**src/rtl/eight_bit_multiplier.sv**
```systemverilog
// Registered SIMD unsigned multiplier: one 8x8, two 4x4 and four 2x2 lane products per cycle.
// The 8x8 product is composed from 4x4 sub-products, each of which is composed from 2x2 ones.
module eight_bit_multiplier (
  input  logic        CLK,
  input  logic        nrst,
  input  logic [7:0]  a,
  input  logic [7:0]  b,
  output logic [15:0] result,
  output logic [3:0]  result_int2_0,
  output logic [3:0]  result_int2_1,
  output logic [3:0]  result_int2_2,
  output logic [3:0]  result_int2_3,
  output logic [7:0]  result_int4_0,
  output logic [7:0]  result_int4_1
);

  function automatic logic [3:0] mul2(input logic [1:0] x, input logic [1:0] y);
    return {2'b00, x} * {2'b00, y};
  endfunction

  function automatic logic [7:0] compose4(input logic [3:0] p_ll, input logic [3:0] p_hl,
                                          input logic [3:0] p_lh, input logic [3:0] p_hh);
    return {4'h0, p_ll} + (({4'h0, p_hl} + {4'h0, p_lh}) << 2) + ({4'h0, p_hh} << 4);
  endfunction

  function automatic logic [7:0] mul4(input logic [3:0] x, input logic [3:0] y);
    return compose4(mul2(x[1:0], y[1:0]), mul2(x[3:2], y[1:0]),
                    mul2(x[1:0], y[3:2]), mul2(x[3:2], y[3:2]));
  endfunction

  // Diagonal 2x2 sub-products double as the INT2 lane outputs.
  logic [3:0]  w_p2_0, w_p2_1, w_p2_2, w_p2_3;
  logic [7:0]  w_p4_0, w_p4_1, w_p4_hl, w_p4_lh;
  logic [15:0] w_p8;

  assign w_p2_0 = mul2(a[1:0], b[1:0]);
  assign w_p2_1 = mul2(a[3:2], b[3:2]);
  assign w_p2_2 = mul2(a[5:4], b[5:4]);
  assign w_p2_3 = mul2(a[7:6], b[7:6]);

  assign w_p4_0 = compose4(w_p2_0, mul2(a[3:2], b[1:0]), mul2(a[1:0], b[3:2]), w_p2_1);
  assign w_p4_1 = compose4(w_p2_2, mul2(a[7:6], b[5:4]), mul2(a[5:4], b[7:6]), w_p2_3);

  // Cross 4x4 terms feed only the 8x8 composition.
  assign w_p4_hl = mul4(a[7:4], b[3:0]);
  assign w_p4_lh = mul4(a[3:0], b[7:4]);

  assign w_p8 = {8'h00, w_p4_0} + (({8'h00, w_p4_hl} + {8'h00, w_p4_lh}) << 4)
              + ({8'h00, w_p4_1} << 8);

  logic [15:0] r_result;
  logic [3:0]  r_int2_0, r_int2_1, r_int2_2, r_int2_3;
  logic [7:0]  r_int4_0, r_int4_1;

  always_ff @(posedge CLK or negedge nrst) begin
    if (!nrst) begin
      r_result <= '0;
      r_int2_0 <= '0;
      r_int2_1 <= '0;
      r_int2_2 <= '0;
      r_int2_3 <= '0;
      r_int4_0 <= '0;
      r_int4_1 <= '0;
    end else begin
      r_result <= w_p8;
      r_int2_0 <= w_p2_0;
      r_int2_1 <= w_p2_1;
      r_int2_2 <= w_p2_2;
      r_int2_3 <= w_p2_3;
      r_int4_0 <= w_p4_0;
      r_int4_1 <= w_p4_1;
    end
  end

  assign result        = r_result;
  assign result_int2_0 = r_int2_0;
  assign result_int2_1 = r_int2_1;
  assign result_int2_2 = r_int2_2;
  assign result_int2_3 = r_int2_3;
  assign result_int4_0 = r_int4_0;
  assign result_int4_1 = r_int4_1;

endmodule

```
**config.mk**
```make
export PLATFORM = sky130hd
export DESIGN_NAME = eight_bit_multiplier
export DESIGN_NICKNAME = d
export VERILOG_FILES = /design/src/rtl/eight_bit_multiplier.sv
export SDC_FILE = /design/constraint.sdc
export NUM_CORES = 1
export LEC_CHECK = 0
export BUFFER_PORTS_ARGS = -buffer_cell sky130_fd_sc_hd__buf_2
export CAP_MARGIN = 20
export CORE_MARGIN = 5
export CORE_UTILIZATION = 60
export CTS_BUF_LIST = sky130_fd_sc_hd__clkbuf_4 sky130_fd_sc_hd__clkbuf_8
export DETAILED_ROUTE_END_ITERATION = 8
export GPL_TIMING_DRIVEN = 1
export MAX_ROUTING_LAYER = met4
export PLACE_DENSITY = 0.94
export SETUP_SLACK_MARGIN = 0.02
export SYNTH_ARGS = -nofsm -noshare
export SYNTH_HDL_FRONTEND = slang
export SYNTH_SLANG_ARGS = --single-unit
```
**constraint.sdc**
```tcl
create_clock -name CLK -period 1.75 [get_ports CLK]
set_clock_uncertainty 0.1 [all_clocks]
set_input_delay 0 -clock CLK [delete_from_list [all_inputs] [get_ports CLK]]
set_output_delay 0 -clock CLK [all_outputs]
set_load 0.005 [all_outputs]
```
==> flow_summary.yaml, run 1 <==
global_routing:
  grt_start_max_net_pins: 41
die:
  ios: 66
  rows: 29
  start_util: 0.616
  die_height_um: 90.7
  dieWidth_um: 90.7
clock_tree:
  cts.sinks: 40
  numCtsBuffers: 5
  cts_root_buf: "clkbuf_8"
  cts_buffer_depth: 2
  htreeDepth: 2
yosys:
  synthXorXnorAreaFrac: 0.0806
  synth_seq_cells: 40
  synth_compound_area_frac: 0.0893
  synthSimpleGateAreaFrac: 0.130
  synth_top_family_by_area: "adder cells"
  synth.avg_cell_area_um2: 10.3
  yosys.area.top_type: "ha_1"
  ys_warn_count: 0
  yosys.area.top_type_share: 0.275
  yosysUniqueCellTypes: 33
  synth_fa_ha_area_frac: 0.383
  seq_area_frac_synth: 0.256
  syn-num-nets: 506
  syn-instance-count: 381
  ys_top_cells_by_area: "ha_1 (28%), dfrtp_1 (26%), fa_1 (11%)"
  synthMuxAreaShare: 0
  synthesis.area_um2: 3910
placed_design:
  port_buffers: 65
  dpl.hpwl_mm: 8.69
  routabilityCongestion: 1.01
  dpl_cell_area_um2: 5060
status:
  status: "stopped before the end"
  error: "[ERROR DPL-0038] Utilization greater than 100%, impossible to legalize"
  haltStage: "global routing (5_1_grt)"
[kinds of logic after synthesis]
family	Yosys count
adder cells (fa/ha/maj)	107
AND/OR/NAND/NOR	90
buffers and inverters	56
AO/OA/AOI/OAI	52
flip-flops	40
XOR/XNOR	36
[synthesized netlist by cell type]
cell	count
o2111ai_1	1
nand4_1	1
xor2_1	8
dfrtp_1	40
nor2_1	7
a21oi_1	22
and2_4	1
a21oi_2	1
and3_1	1
inv_1	48
or3_1	1
a21o_1	16
or3b_1	1
and2_1	44
o21ai_1	1
o21bai_1	4
fa_1	21
o211a_1	1
o21a_1	3
nand2_1	22
o221a_2	1
nor2b_1	4
xnor2_1	28
o211ai_1	1
nand3_2	2
nor3b_2	1
nand2b_1	2
nand3_1	1
buf_4	8
nand2_2	1
ha_1	86
or4_1	1
a221oi_2	1
[metrics by stage]
step           hold WS [ps]  TNS [ps]  std cells  worst slack, ps
4_1_cts                63.9    -42400        646            -3150
3_5_place_dp           45.3    -43200        588            -3710
3_3_place_gp           12.9    -40180        588            -3460
2_1_floorplan          -396    -29950        381            -3210
[what timing repair did]
| item | 4_1_cts |
|---|---|
| buffers inserted | 53 |
| resized for setup | 123 |
| gates cloned | 0 |
| hold buffers | 2 |
| endpoints found under the hold margin | 41 |
| pin swaps | 51 |
| setup endpoints to repair | 22 |
==> inputs of run 2 (changes only) <==
Settings changed: CORE_UTILIZATION 60 to 40, CTS_BUF_LIST sky130_fd_sc_hd__clkbuf_4 sky130_fd_sc_hd__clkbuf_8 to unset, MAX_ROUTING_LAYER met4 to unset, PLACE_DENSITY 0.94 to unset, PLACE_DENSITY_LB_ADDON set to 0.15, SETUP_SLACK_MARGIN 0.02 to unset.
==> run 2 against run 1 <==
Effect of this change: the flow now finishes, with violations (setup timing); synthesized cell count stayed put; area after synthesis stayed put.
==> flow_summary.yaml, run 2 <==
global_routing:
  grt_usage: 0.160
  grt_start_max_net_pins: 41
  grt_use_met2: 0.277
  antenna_found_initial: 0
  grt_first_pass_wirelength_mm: 14.9
  grt-ovfl-total: 0
  use_met3: 0.0154
  grt_pass1_vias: 3107
  grtUsageMet1: 0.213
  grt-busiest-layer: "met2"
yosys:
  synth.most_common_cell: "ha_1"
  synth_seq_cells: 40
  synth-edff-count: 0
  synthesis.area_um2: 3910
  ys_top_cells_by_area: "ha_1 (28%), dfrtp_1 (26%), fa_1 (11%)"
  ys_warn_count: 0
  seq_area_frac_synth: 0.256
  yosys-top-cells-count: "ha_1 (86), inv_1 (48), and2_1 (44)"
  syn-num-nets: 506
  yosysUniqueCellTypes: 33
  syn-instance-count: 381
  synthArstFlopShare: 1.00
  yosys.area.top_type_share: 0.275
  synthFlopType: "dfrtp_1"
  synth.avg_cell_area_um2: 10.3
  yosys.area.top_type: "ha_1"
power:
  power_mw: 6.58
  power.density_nw_per_um2: 1080
  vdd_drop_max_uv: 594
  cellLeakagePower_nw: 3.26
sta:
  rsz0062_at_grt: "true"
  finalSetupViolations: 26
  timing.final.ws_setup_ps: -3100
  tightest_slew_ps: 841
  period_minus_slack_ps: 4850
  holdWs_ps: 42.7
  fin_tns_setup_ps: -42890
  max_freq_mhz: 206
  slew_headroom: 0.439
  report.final.slew_viol_count: 0
  fin_crit_sh: 2.77
  finalHoldViolCount: 0
die:
  die_area_um2: 11900
  dieWidth_um: 109
  die_height_um: 109
  ios: 66
  core_area_um2: 9640
  start_util: 0.406
  rows: 36
clock_tree:
  cts_root_buf: "clkbuf_8"
  clkTransAtPathRegs_ps: 70
  numCtsBuffers: 5
  htreeDepth: 2
  cts_buffer_depth: 2
  cts_tree: "yes"
  cts.sinks: 40
finish:
  diodes: 0
  multiInputGateArea_um2: 3270
  largest_reg_flops: 16
  fillers: 818
  stdcell_count: 692
  nets: 683
  seqCellArea_um2: 1000
  area_growth_pct: 55.4
  final_common_cell: "buf_4"
  layout-drive-gt1-share: 0.503
  layout_common_cells: "buf_4 (89), ha_1 (64), buf_2 (54)"
detailed_routing:
  firstDrtPassIters: 3
  wl_per_cell_um: 13.5
  viasPerCell: 4.50
  finalWirelength_mm: 9.35
  vias: 3112
  final_antenna_net_count: 0
  drc_errors: 0
  drt_iter0_drc: 61
placed_design:
  routabilityCongestion: 0.813
  dp.cells: 653
  dpl.hpwl_mm: 7.43
  port_buffers: 65
  place_ws_ps: -3570
setup_path:
  crit_path_start_kind: "input pin"
  critPathArrivalTime_ps: 4920
  cp_slowest_stage_delay_ps: 560
  path_cells: "buf_12 > nand2_4 > fa_2 > inv_2 > ha_4 > ha_4 > fa_1 > ha_4 > inv_2 > fa_2 > inv_2 > ha_4 > a21o_1 > a221oi_4 > xnor2_1 > and2_4 > nand2_4 > xnor2_2 > ha_1 > nor2b_4 > or4_1 > o211ai_1 > xnor2_1"
  slowest_stage: "fa_2"
  cp_common_cell: "ha_4"
  critical_path_required_ps: 1830
  worst-setup-path-type: "in2reg"
  path_max_fanout: 5
  critPathBufInv: 4
  end_kind: "flip-flop"
  path_delay_family: "adder cells"
status:
  status: "finished, violations left"
  violations: "setup timing"
hold_path:
  hold_path.class: "in2reg"
job:
  cap_viol_max_count: 0
-- run 2: cell counts after synthesis --
Identical to the previous run, type by type.
-- run 2: power by group --
group / switching, mW / internal [mW] / total, mW
clock network: 0.295 / 0.422 / 0.717
logic: 1.99 / 2.66 / 4.65
registers: 0.0435 / 1.17 / 1.22
total: 2.33 / 4.25 / 6.58
-- run 2: logic make-up (layout without fill, tap and decap cells) --
logic type | Yosys count | after routing | synth area share
buffers and inverters | 56 | 234 | 0.0614
adders and majority gates | 107 | 107 | 0.383
xor gates and xnor gates | 36 | 36 | 0.0806
and+or+nand+nor | 90 | 90 | 0.130
AOI/OAI and AO/OA | 52 | 52 | 0.0893
DFF | 40 | 40 | 0.256
-- run 2: what timing repair did --
| action | CTS | global route |
|---|---|---|
| hold buffers | 1 | 0 |
| setup endpoints to repair | 22 | 22 |
| hold endpoints to repair | 40 | 0 |
| gates resized for setup | 60 | 52 |
| pin swaps | 24 | 39 |
| setup buffers | 12 | 22 |
-- run 2: metrics by stage --
stage | instance area (um2) | utilization
2_1_floorplan | 4150 | -
3_3_place_gp | 5200 | 0.539
3_5_place_dp | 5200 | 0.539
4_1_cts | 5710 | 0.592
5_1_grt | 6080 | 0.631
6_report | 6080 | 0.631
-- run 2: area by class of cell --
class                           instances  share of cell area
Sequential cell                        40               0.165
Multi-Input combinational cell        285               0.537
Tap cell                              133              0.0274
Inverter                               48              0.0296
Timing Repair Buffer                  178               0.223
Clock inverter                          2             0.00576
Clock buffer                            6              0.0119
-- run 2: metal layers --
layer  share of wire  wire [um]
met1            0.46       4320
met2            0.50       4650
met3           0.024        228
met4           0.016        154
met5               0          0
-- run 2: worst paths after layout --
kind | startpoint | endpoint | slack [ps] | depth (start not counted)
setup / recovery | a[4] | result[15] | -3100 | 23
hold / removal | a[0] | result[0] | 40 | 3
max in group asynchronous | nrst | result[14] | 760 | 2
min in group asynchronous | nrst | result_int2_0[3] | 250 | 2
No activity file was read; power rests on OpenSTA's default activity.
